--- config.mk ---
export PLATFORM = sky130hd
export DESIGN_NAME = if_pc_stage_flat
export DESIGN_NICKNAME = d
export VERILOG_FILES = /design/src/rtl/pipe_pkg.sv /design/src/rtl/if_pc_stage_if.sv /design/src/rtl/pc_next_mux.sv /design/src/rtl/if_pc_stage.sv /design/src/flat_wrapper.sv
export SDC_FILE = /design/constraint.sdc
export NUM_CORES = 1
export LEC_CHECK = 0
export CAP_MARGIN = 20
export CORE_AREA = 2 2 113 115
export CTS_CLUSTER_SIZE = 14
export DETAILED_ROUTE_END_ITERATION = 6
export DIE_AREA = 0 0 115 117
export PLACE_DENSITY = 0.83
export SLEW_MARGIN = 10
export SYNTH_ARGS = -nofsm -noshare
export SYNTH_HDL_FRONTEND = slang
export SYNTH_SLANG_ARGS = --single-unit
--- constraint.sdc ---
create_clock -name clk -period 6.22 [get_ports clk]
set_input_delay 0.622 -clock clk [delete_from_list [all_inputs] [get_ports clk]]
set_output_delay 0.622 -clock clk [all_outputs]
set_load 0.01 [all_outputs]
--- src/rtl/pipe_pkg.sv ---
// rtl/pipe_pkg.sv - shared constants, state encoding and PC arithmetic for the fetch stage
package pipe_pkg;

  localparam logic [31:0] RESET_PC = 32'h8000_0000;
  localparam logic [31:0] IRQ_VEC  = 32'h8000_0004;
  localparam logic [31:0] EXC_VEC  = 32'h8000_0008;
  localparam logic [31:0] NOP      = 32'h0000_0000;

  typedef enum logic [1:0] {
    RUN  = 2'd0,
    PEND = 2'd1,
    SVC  = 2'd2
  } irq_state_t;

  // Sequential successor: the supervisor bit is carried through untouched and
  // the carry out of bit 30 is discarded.
  function automatic logic [31:0] seq_pc(input logic [31:0] pc);
    return {pc[31], pc[30:0] + 31'd4};
  endfunction

  // j/jal target: region bits from the ID-stage PC_plus_4, word index from the instruction.
  function automatic logic [31:0] jump_pc(input logic [3:0] region, input logic [25:0] index);
    return {region, index, 2'b00};
  endfunction

endpackage

--- src/rtl/if_pc_stage_if.sv ---
// rtl/if_pc_stage_if.sv - fetch-stage bus between ROM, ID/EX hazard logic and the IF/ID register
interface if_pc_stage_if;

  logic [31:0] Instruction;
  logic        stall;
  logic        id_jump;
  logic        id_jr;
  logic [25:0] id_jump_target;
  logic [31:0] id_jr_target;
  logic        ex_branch_taken;
  logic [31:0] ex_branch_target;
  logic        id_illop;
  logic [31:0] id_pc_plus_4;
  logic        irq;

  logic [31:0] PC;
  logic [31:0] PC_plus_4;
  logic [31:0] IF_Instruction;
  logic        flush_ifid;
  logic        flush_idex;
  logic        hold_ifid;
  logic [31:0] EPC;
  logic        irq_taken;

  // Pipeline side: drives ROM data and hazard/redirect requests, consumes fetch results.
  modport master (
    output Instruction, stall, id_jump, id_jr, id_jump_target, id_jr_target,
           ex_branch_taken, ex_branch_target, id_illop, id_pc_plus_4, irq,
    input  PC, PC_plus_4, IF_Instruction, flush_ifid, flush_idex, hold_ifid,
           EPC, irq_taken
  );

  // Fetch stage side.
  modport slave (
    input  Instruction, stall, id_jump, id_jr, id_jump_target, id_jr_target,
           ex_branch_taken, ex_branch_target, id_illop, id_pc_plus_4, irq,
    output PC, PC_plus_4, IF_Instruction, flush_ifid, flush_idex, hold_ifid,
           EPC, irq_taken
  );

endinterface

--- src/rtl/pc_next_mux.sv ---
// rtl/pc_next_mux.sv - next-PC priority selection, redirect target arithmetic and pipeline controls
module pc_next_mux
  import pipe_pkg::*;
#(
  parameter logic [31:0] IRQ_VEC = pipe_pkg::IRQ_VEC,
  parameter logic [31:0] EXC_VEC = pipe_pkg::EXC_VEC
) (
  input  logic [31:0] pc,
  input  logic [3:0]  id_region,
  input  logic        stall,
  input  logic        id_jump,
  input  logic        id_jr,
  input  logic [25:0] id_jump_target,
  input  logic [31:0] id_jr_target,
  input  logic        ex_branch_taken,
  input  logic [31:0] ex_branch_target,
  input  logic        id_illop,
  input  logic        irq_accept,
  output logic [31:0] pc_plus_4,
  output logic [31:0] next_pc,
  output logic        flush_ifid,
  output logic        flush_idex,
  output logic        hold_ifid,
  output logic        epc_load
);

  logic [31:0] jump_target;

  assign pc_plus_4   = seq_pc(pc);
  assign jump_target = jump_pc(id_region, id_jump_target);

  // Priority chain: exception, interrupt, EX branch, ID jump/jr, stall, sequential.
  // Any redirect wins over a stall, so hold_ifid is only raised on the stall leg.
  always_comb begin
    next_pc    = pc_plus_4;
    flush_ifid = 1'b0;
    flush_idex = 1'b0;
    hold_ifid  = 1'b0;
    epc_load   = 1'b0;
    if (id_illop) begin
      next_pc    = EXC_VEC;
      flush_ifid = 1'b1;
      flush_idex = 1'b1;
      epc_load   = 1'b1;
    end else if (irq_accept) begin
      next_pc    = IRQ_VEC;
      flush_ifid = 1'b1;
      flush_idex = 1'b1;
      epc_load   = 1'b1;
    end else if (ex_branch_taken) begin
      next_pc    = ex_branch_target;
      flush_ifid = 1'b1;
      flush_idex = 1'b1;
    end else if (id_jr) begin
      // jr lands exactly on rs, so bit 31 of rs decides whether supervisor mode is left.
      next_pc    = id_jr_target;
      flush_ifid = 1'b1;
    end else if (id_jump) begin
      next_pc    = jump_target;
      flush_ifid = 1'b1;
    end else if (stall) begin
      next_pc    = pc;
      hold_ifid  = 1'b1;
      flush_idex = 1'b1;
    end
  end

endmodule

--- src/rtl/if_pc_stage.sv ---
// rtl/if_pc_stage.sv - MIPS instruction-fetch stage: PC/EPC registers and interrupt entry FSM
module if_pc_stage #(
  parameter logic [31:0] RESET_PC = pipe_pkg::RESET_PC,
  parameter logic [31:0] IRQ_VEC  = pipe_pkg::IRQ_VEC,
  parameter logic [31:0] EXC_VEC  = pipe_pkg::EXC_VEC
) (
  input  logic         clk,
  input  logic         reset,
  if_pc_stage_if.slave bus
);

  import pipe_pkg::*;

  irq_state_t  state;
  irq_state_t  state_next;
  logic [31:0] pc_q;
  logic [31:0] epc_q;
  logic [31:0] pc_plus_4;
  logic [31:0] next_pc;
  logic        mux_flush_ifid;
  logic        mux_flush_idex;
  logic        mux_hold_ifid;
  logic        epc_load;
  logic        irq_accept;

  // A pending interrupt is only taken in a clean cycle so EPC never lands in a squashed shadow.
  assign irq_accept = (state == PEND) && bus.irq && !bus.stall && !bus.ex_branch_taken &&
                      !bus.id_jump && !bus.id_jr && !bus.id_illop;

  pc_next_mux #(
    .IRQ_VEC (IRQ_VEC),
    .EXC_VEC (EXC_VEC)
  ) u_pc_next_mux (
    .pc               (pc_q),
    .id_region        (bus.id_pc_plus_4[31:28]),
    .stall            (bus.stall),
    .id_jump          (bus.id_jump),
    .id_jr            (bus.id_jr),
    .id_jump_target   (bus.id_jump_target),
    .id_jr_target     (bus.id_jr_target),
    .ex_branch_taken  (bus.ex_branch_taken),
    .ex_branch_target (bus.ex_branch_target),
    .id_illop         (bus.id_illop),
    .irq_accept       (irq_accept),
    .pc_plus_4        (pc_plus_4),
    .next_pc          (next_pc),
    .flush_ifid       (mux_flush_ifid),
    .flush_idex       (mux_flush_idex),
    .hold_ifid        (mux_hold_ifid),
    .epc_load         (epc_load)
  );

  // Interrupt FSM state register; reset aborts any pending or in-service interrupt.
  always_ff @(posedge clk or negedge reset) begin
    if (!reset) begin
      state <= RUN;
    end else begin
      state <= state_next;
    end
  end

  // Interrupt FSM transitions: masked in supervisor mode, one entry per return to user mode.
  always_comb begin
    state_next = state;
    case (state)
      RUN: begin
        if (bus.irq && !pc_q[31]) begin
          state_next = PEND;
        end
      end
      PEND: begin
        if (bus.id_illop || irq_accept) begin
          state_next = SVC;
        end else if (!bus.irq) begin
          state_next = RUN;
        end
      end
      SVC: begin
        if (!pc_q[31]) begin
          state_next = RUN;
        end
      end
      default: state_next = RUN;
    endcase
  end

  // PC advances every cycle to the selected next address; EPC captures the ID return address on entry.
  always_ff @(posedge clk or negedge reset) begin
    if (!reset) begin
      pc_q  <= RESET_PC;
      epc_q <= '0;
    end else begin
      pc_q <= next_pc;
      if (epc_load) begin
        epc_q <= bus.id_pc_plus_4;
      end
    end
  end

  assign bus.PC             = pc_q;
  assign bus.PC_plus_4      = pc_plus_4;
  assign bus.EPC            = epc_q;
  assign bus.flush_ifid     = reset & mux_flush_ifid;
  assign bus.flush_idex     = reset & mux_flush_idex;
  assign bus.hold_ifid      = reset & mux_hold_ifid;
  assign bus.irq_taken      = reset & irq_accept;
  assign bus.IF_Instruction = bus.flush_ifid ? NOP : bus.Instruction;

endmodule

--- src/flat_wrapper.sv ---
// flat-port wrapper written by rule: the top's interface ports become plain ports
module if_pc_stage_flat import pipe_pkg::*;
#(
  parameter logic [31:0] RESET_PC = pipe_pkg::RESET_PC,
  parameter logic [31:0] IRQ_VEC  = pipe_pkg::IRQ_VEC,
  parameter logic [31:0] EXC_VEC  = pipe_pkg::EXC_VEC
)
  (clk, reset, bus_Instruction, bus_stall, bus_id_jump, bus_id_jr, bus_id_jump_target, bus_id_jr_target, bus_ex_branch_taken, bus_ex_branch_target, bus_id_illop, bus_id_pc_plus_4, bus_irq, bus_PC, bus_PC_plus_4, bus_IF_Instruction, bus_flush_ifid, bus_flush_idex, bus_hold_ifid, bus_EPC, bus_irq_taken);
  if_pc_stage_if bus_i ();
  input  logic clk;
  input  logic reset;
  input wire logic [$bits(bus_i.Instruction)-1:0] bus_Instruction;
  input wire logic [$bits(bus_i.stall)-1:0] bus_stall;
  input wire logic [$bits(bus_i.id_jump)-1:0] bus_id_jump;
  input wire logic [$bits(bus_i.id_jr)-1:0] bus_id_jr;
  input wire logic [$bits(bus_i.id_jump_target)-1:0] bus_id_jump_target;
  input wire logic [$bits(bus_i.id_jr_target)-1:0] bus_id_jr_target;
  input wire logic [$bits(bus_i.ex_branch_taken)-1:0] bus_ex_branch_taken;
  input wire logic [$bits(bus_i.ex_branch_target)-1:0] bus_ex_branch_target;
  input wire logic [$bits(bus_i.id_illop)-1:0] bus_id_illop;
  input wire logic [$bits(bus_i.id_pc_plus_4)-1:0] bus_id_pc_plus_4;
  input wire logic [$bits(bus_i.irq)-1:0] bus_irq;
  output wire logic [$bits(bus_i.PC)-1:0] bus_PC;
  output wire logic [$bits(bus_i.PC_plus_4)-1:0] bus_PC_plus_4;
  output wire logic [$bits(bus_i.IF_Instruction)-1:0] bus_IF_Instruction;
  output wire logic [$bits(bus_i.flush_ifid)-1:0] bus_flush_ifid;
  output wire logic [$bits(bus_i.flush_idex)-1:0] bus_flush_idex;
  output wire logic [$bits(bus_i.hold_ifid)-1:0] bus_hold_ifid;
  output wire logic [$bits(bus_i.EPC)-1:0] bus_EPC;
  output wire logic [$bits(bus_i.irq_taken)-1:0] bus_irq_taken;
  assign bus_i.Instruction = bus_Instruction;
  assign bus_i.stall = bus_stall;
  assign bus_i.id_jump = bus_id_jump;
  assign bus_i.id_jr = bus_id_jr;
  assign bus_i.id_jump_target = bus_id_jump_target;
  assign bus_i.id_jr_target = bus_id_jr_target;
  assign bus_i.ex_branch_taken = bus_ex_branch_taken;
  assign bus_i.ex_branch_target = bus_ex_branch_target;
  assign bus_i.id_illop = bus_id_illop;
  assign bus_i.id_pc_plus_4 = bus_id_pc_plus_4;
  assign bus_i.irq = bus_irq;
  assign bus_PC = bus_i.PC;
  assign bus_PC_plus_4 = bus_i.PC_plus_4;
  assign bus_IF_Instruction = bus_i.IF_Instruction;
  assign bus_flush_ifid = bus_i.flush_ifid;
  assign bus_flush_idex = bus_i.flush_idex;
  assign bus_hold_ifid = bus_i.hold_ifid;
  assign bus_EPC = bus_i.EPC;
  assign bus_irq_taken = bus_i.irq_taken;
  if_pc_stage #(.RESET_PC(RESET_PC), .IRQ_VEC(IRQ_VEC), .EXC_VEC(EXC_VEC)) u_core (.clk(clk), .reset(reset), .bus(bus_i));
endmodule
==> results of run 1 <==
worst max-delay path, cell delays in order:
cell	delay (ns)
clkdlybuf4s50_1	0.68
nor2_1	0.58
nand2_1	0.14
o21ai_1	0.14
buf_4	0.27
and2_1	0.17
clkdlybuf4s50_1	0.54
report_power, final:
part | leakage [nW] | total, mW | internal, mW | switching, mW
Sequential | 0.827 | 0.513 | 0.467 | 0.0465
Clock | 0.138 | 0.499 | 0.293 | 0.206
Combinational | 2.22 | 0.442 | 0.260 | 0.182
Total | 3.18 | 1.45 | 1.02 | 0.435
worst max path at each step:
stage	startpoint	to	slack, ns	depth (start not counted)
CTS	bus_ex_branch_taken	bus_IF_Instruction[19]	2.46	7
detailed placement	bus_ex_branch_taken	bus_IF_Instruction[16]	2.46	7
finish	bus_ex_branch_taken	bus_IF_Instruction[16]	2.44	7
global placement	bus_ex_branch_taken	bus_IF_Instruction[7]	2.59	7
global route	bus_ex_branch_taken	bus_IF_Instruction[31]	2.24	7
floorplan	bus_id_jump	bus_hold_ifid	3.48	6
registers in the layout, indices dropped and copies added (netlist names):
register,count
u_core.state,2
u_core.bus.PC,32
u_core.bus.EPC,32
stage by stage:
| stage | instances | worst slack, ns | total power, mW | cell area (sq um) | hold slack [ns] |
|---|---|---|---|---|---|
| after floorplan | 550 | 3.48 | 0.668 | 4380 | 0.326 |
| after CTS | 975 | 2.46 | 1.46 | 7690 | 0.186 |
| after global routing | 976 | 2.24 | 1.51 | 7720 | 0.198 |
| after detailed placement | 959 | 2.46 | 0.958 | 7400 | 0.455 |
| final | 976 | 2.44 | 1.45 | 7720 | 0.182 |
| after global placement | 959 | 2.59 | 0.953 | 7400 | 0.449 |
cells in the mapped netlist (5+ instances only):
library cell and number:
xor2_1 11, a22oi_1 11, dfrtp_1 65, and3_1 5, o221ai_1 5, nor4_1 7
a221o_1 12, nand4_1 11, and2_1 36, o21ai_0 27, nand3_1 15, mux2i_1 6
a221oi_1 9, nand2_1 128, a21oi_1 19, o211ai_1 9, inv_1 10, nor2_1 30
clkbuf_1 35, xnor2_1 13, nor3_1 9
logic make-up after synthesis:
group,Yosys count,share of synthesized area
muxes,7,0.0163
adders and majority gates,1,0.00285
and+or+nand+nor,269,0.296
DFF,66,0.377
buffers and inverters,55,0.0522
xor gates and xnor gates,24,0.0479
AOI/OAI and AO/OA,128,0.207
final cells by class:
class                      instances  area, sq um  area share
tap                              150          188      0.0243
multi-input combinational        429         2510       0.325
clock inverter                     5         37.5     0.00486
clock buffer                      11          253      0.0328
timing repair buffer             304         3030       0.393
sequential                        66         1650       0.214
inverter                          11         41.3     0.00535
routing by layer:
metal / up-vias / track usage / wire (um) / share of wire
li1: 2504 / - / - / -
met1: 2514 / 0.323 / 7230 / 0.38
met2: 301 / 0.445 / 9060 / 0.48
met3: 58 / 0.0901 / 1900 / 0.10
met4: 0 / 0.127 / 717 / 0.038
met5: - / 0 / 0 / 0
==> impl_results.md, run 1 <==
* Minimum clock period at about 3.8 ns
* Final Max Slew Viols at 0
* H-tree Lvls at 3
* Post-synthesis area per instance at around 8.0 sq um
* Pwr Density at approximately 190 nW/um^2
* Status: finished, final reports clean
* Most frequent cells in the layout: clkdlybuf4s50_1 (292), nand2_1 (128), dfrtp_1 (65)
* Dominant cells by area after synthesis: dfrtp_1 (37%), nand2_1 (11%), and2_1 (5.1%), o21ai_0 (3.1%), clkbuf_1 (3.0%)
* Fin crit share at 0.608
* Row count at 41
* Setup crit end kind: output pin
* Vias in the first global route at ~5300
* Clk pin slew, worst setup/hold paths at around 0.060 ns
* Top_reg_cell synth: dfrtp_1
* Diodes inserted at 0
* First-pass GRT wire length at 27.9 mm
* Die height at about 120 um
* Syn Nets at ~710
* CTS tree: built
* Final WL at about 19 mm
* Layout cells sized above 1 at 0.0484
* Maximum vdd drop at 0.179 mV
* Synth-to-layout area growth at 76.0%
* Routed via count at 5377
* Post-CTS Resized at 0
* Number of nets in the layout at ~1000
* First DRT Iteration DRCs at roughly 440
* Count of different cell masters after synthesis at 56
* Nature of the critical path startpoint: input port
* Routed Antenna Nets at 0
* Crit Path Max Fanout at 33
* Req. time, crit path at 5.60 ns
* Post-synth top area share at 0.371
* WS Path Type: input port to output pin
* Cell Area, Synth at about 4400 sq um
* Number of I/O pins at 294
* Post-synthesis register bit count at 66
* Die area at about 13000 sq um
* # setup viols final at 0
* Number of synthesized flops with an enable pin at 0
* Port buffer count at 293
* RR Endpoint: u_core.bus.PC[30]
* Commonest non-fill, non-tap cell in the layout: clkdlybuf4s50_1
* Post-route setup TNS at 0 ns
* # DRC at 0
* R2R Setup Slk at between 3 and 4 ns
* DR vias/cell at approximately 5.5
* TritonRoute pass-1 iters at 5
* Leakage at 3.18 nW
* Largest net degree at the start of global routing at 49
* YS warnings at 0
* Post-CTS Hold Fix Bufs at 0
* Filler instances at roughly 1000
* Max frequency at between 200 and 300 MHz
* Slew margin rel. at 0.268
* Final Hold Fails at 0
* CORE AREA at 12300 sq um
* Antenna violations before repair at 0
* Clock Latency Late Sink at 0.34 ns
* Total global routing overflow at 0
* Tot GR Track Use at 0.271
* Placed wire-length estimate at roughly 14 mm
* Worst EP arrival at around 3.2 ns
* Initial core utilization at 0.356
* Worst Skew at 0.00522 ns
* Final core utilization at 0.627
* Clk sinks at 66
* Reg2reg path depth at 5
* Max capacitance violation total at 0
* Worst min path class: input port to asynchronous set/reset pin
* Die width at around 120 um
* Cell taking the most area after synthesis: dfrtp_1
* Sequential share of the synthesized area at 0.377
* Post-Syn Instances at between 500 and 600
* Bufs on Longest Clock Path at 2
* Total CTS buffers at 9
* Placer congestion estimate at ~0.9
* WL/cell at 19.4 um
* FF-to-FF Start: u_core.bus.PC[11]
* RSZ-0062 raised after global routing: false
* Post-CTS Setup Inserts at 0
* Worst-Margin Slew at 1.10 ns
* Clock Tree Root: clkbuf_16
* Ys async rst share at 1.00
(Power assumes the default switching activity.)
==> run 2, diff against run 1 <==
--- a/config.mk
+++ b/config.mk
@@ -6,11 +6,11 @@
 export NUM_CORES = 1
 export LEC_CHECK = 0
 export CAP_MARGIN = 20
-export CORE_AREA = 2 2 113 115
+export CORE_ASPECT_RATIO = 1.75
+export CORE_UTILIZATION = 33
 export CTS_CLUSTER_SIZE = 14
 export DETAILED_ROUTE_END_ITERATION = 6
-export DIE_AREA = 0 0 115 117
-export PLACE_DENSITY = 0.83
+export PLACE_DENSITY = 0.8
 export SLEW_MARGIN = 10
 export SYNTH_ARGS = -nofsm -noshare
 export SYNTH_HDL_FRONTEND = slang
==> constraint.sdc (replaced) <==
create_clock -name clk -period 3.3 [get_ports clk]
set_input_delay 0.33 -clock clk [delete_from_list [all_inputs] [get_ports clk]]
set_output_delay 0.33 -clock clk [all_outputs]
set_load 0.01 [all_outputs]
==> run 2 against run 1 <==
Total power increased by 98%. Final cell count increased by 4.1%. Sequential share of layout area decreased by 0.51 points. Sequential power increased by 86%. Register-to-register slack got worse by 2.8 ns. Hold slack improved by 0.28 ns.
==> impl_results.md, run 2 (same netlist as run 1, synthesis figures left out) <==
* Final Hold Fails at 0
* TritonRoute pass-1 iters at 5
* Worst min path class: flop to flop
* Number of I/O pins at 294
* # DRC at 0
* Clk pin slew, worst setup/hold paths at approximately 0.060 ns
* Max capacitance violation total at 0
* Nature of the critical path startpoint: flop
* Clock Tree Root: clkbuf_16
* Setup crit end kind: output pin
* Diodes inserted at 0
* Max frequency at around 320 MHz
* RSZ-0062 raised after global routing: false
* Number of nets in the layout at ~1000
* Status: finished, final reports clean
* Die area at around 14000 sq um
* Total global routing overflow at 0
* Synth-to-layout area growth at 80.3%
* Routed Antenna Nets at 0
* DR WL met3 at roughly 1.7 mm
* Area taken by multi-input logic gates at between 2000 and 3000 sq um
* CORE AREA at roughly 13000 sq um
* Most frequent cells in the layout: clkdlybuf4s50_1 (292), nand2_1 (128), dfrtp_1 (65)
* Hold path start: u_core.bus.EPC[18]
* DR vias/cell at roughly 5.4
* Hold EP: u_core.bus.EPC[18]
* Post-route setup TNS at 0 ns
* Post-CTS Setup Inserts at 0
* H-tree Lvls at 3
* Fin crit share at 0.953
* Antenna violations before repair at 0
* Met1 Routed Length at 7.15 mm
* Filler instances at 1187
* Placed wire-length estimate at 15.8 mm
* FF-to-FF Start: u_core.bus.PC[2]
* Worst-Margin Slew at ~0.9 ns
* Slew margin rel. at 0.385
* Row count at between 50 and 60
* Initial core utilization at 0.339
* Hold_ws at ~0.46 ns
* Die height at approximately 150 um
* Routed via count at 5445
* Worst EP arrival at 2.81 ns
* Clk sinks at 66
* First DRT Iteration DRCs at 344
* Minimum clock period at 3.14 ns
* DR top layer: met4
* Clock Latency Late Sink at about 0.34 ns
* # setup viols final at 0
* Port buffer count at slightly below 300
* Crit Path Max Fanout at 6
* Routed met2 length at roughly 10 mm
* Finished Layout Cells at 1016
* WL/cell at about 20 um
* RR Endpoint: u_core.bus.PC[30]
* Placer congestion estimate at around 0.94
* Largest net degree at the start of global routing at 36
* Placed Cells at roughly 1000
* Die width at roughly 89 um
* Leakage at about 3.3 nW
* Commonest non-fill, non-tap cell in the layout: clkdlybuf4s50_1
* Total CTS buffers at 9
* Worst Skew at between 0.006 and 0.007 ns
* R2R Setup Slk at roughly 0.96 ns
* Hold Path Cell Cnt at 2
* FF+latch area at roughly 1700 sq um
* Layout cells sized above 1 at 0.0686
* Final Max Slew Viols at 0
* Reg2reg path depth at 6
* Bufs on Longest Clock Path at 2
* CTS tree: built
* Vias in the first global route at approximately 5400
* First-pass GRT wire length at ~30 mm
* Pwr Density at 364 nW/um^2
* Final WL at ~20 mm
* Req. time, crit path at ~3 ns
* Maximum vdd drop at approximately 0.31 mV
* WS Path Type: flop to output pin
* Tot GR Track Use at 0.289
## run 2: cell count changes in the layout (fill, tap and decap cells not counted), sizes merged
cell         change
bufinv           +2
buf             +18
inv              -1
clkinvlp         -1
dlygate4sd3      +1
## run 2: through the flow
step | power, mW | setup slack, ns | area, sq um | util
2_1_floorplan | 1.26 | 1.08 | 4380 | -
3_3_place_gp | 1.83 | 0.469 | 7570 | 0.585
3_5_place_dp | 1.83 | 0.449 | 7570 | 0.585
4_1_cts | 2.90 | 0.0757 | 7900 | 0.610
5_1_grt | 2.99 | 0.0262 | 7900 | 0.611
6_report | 2.88 | 0.155 | 7900 | 0.611
## run 2: where the power goes
group	leakage, nW	switching (mW)	internal, mW	total, mW
Combinational	2.31	0.367	0.502	0.869
Sequential	0.827	0.0769	0.880	0.956
Clock	0.156	0.376	0.680	1.06
Total	3.29	0.820	2.06	2.88
## run 2: critical path, stage by stage (launching register included)
cell	delay, ns
dfrtp_1	0.43
ha_1	0.26
and4_1	0.27
nand2b_1	0.20
or4_1	0.62
xnor2_1	0.16
clkdlybuf4s50_1	0.54
## run 2: how the worst max path moves through the flow
stage	startpoint	depth (start not counted)	slack, ns	endpoint
after floorplan	u_core.bus.PC[7]	6	1.08	bus_PC_plus_4[21]
after global placement	u_core.bus.PC[7]	5	0.47	bus_PC_plus_4[21]
after detailed placement	u_core.bus.PC[7]	5	0.45	bus_PC_plus_4[21]
after CTS	u_core.bus.PC[7]	5	0.08	bus_PC_plus_4[21]
after global routing	u_core.bus.PC[2]	6	0.03	bus_PC_plus_4[30]
final	u_core.bus.PC[2]	6	0.16	bus_PC_plus_4[30]
## run 2: cell type report
class,instances,area share
multi-input cells,429,0.319
inverters,11,0.00522
flip-flops and latches,66,0.209
clock buffers,11,0.0307
well taps,171,0.0271
repair buffers,323,0.400
clock inverters,5,0.00981
## run 2: layer usage
metal,up-vias,global-route usage
met3,62,0.0710
met1,2542,0.315
met5,-,0
met2,302,0.501
li1,2539,-
met4,0,0.159
## run 2: what timing repair did
action | in CTS | in global routing
setup endpoints to repair | 0 | 1
hold endpoints to repair | 26 | 0
hold buffers | 1 | 0
resized for setup | 0 | 1
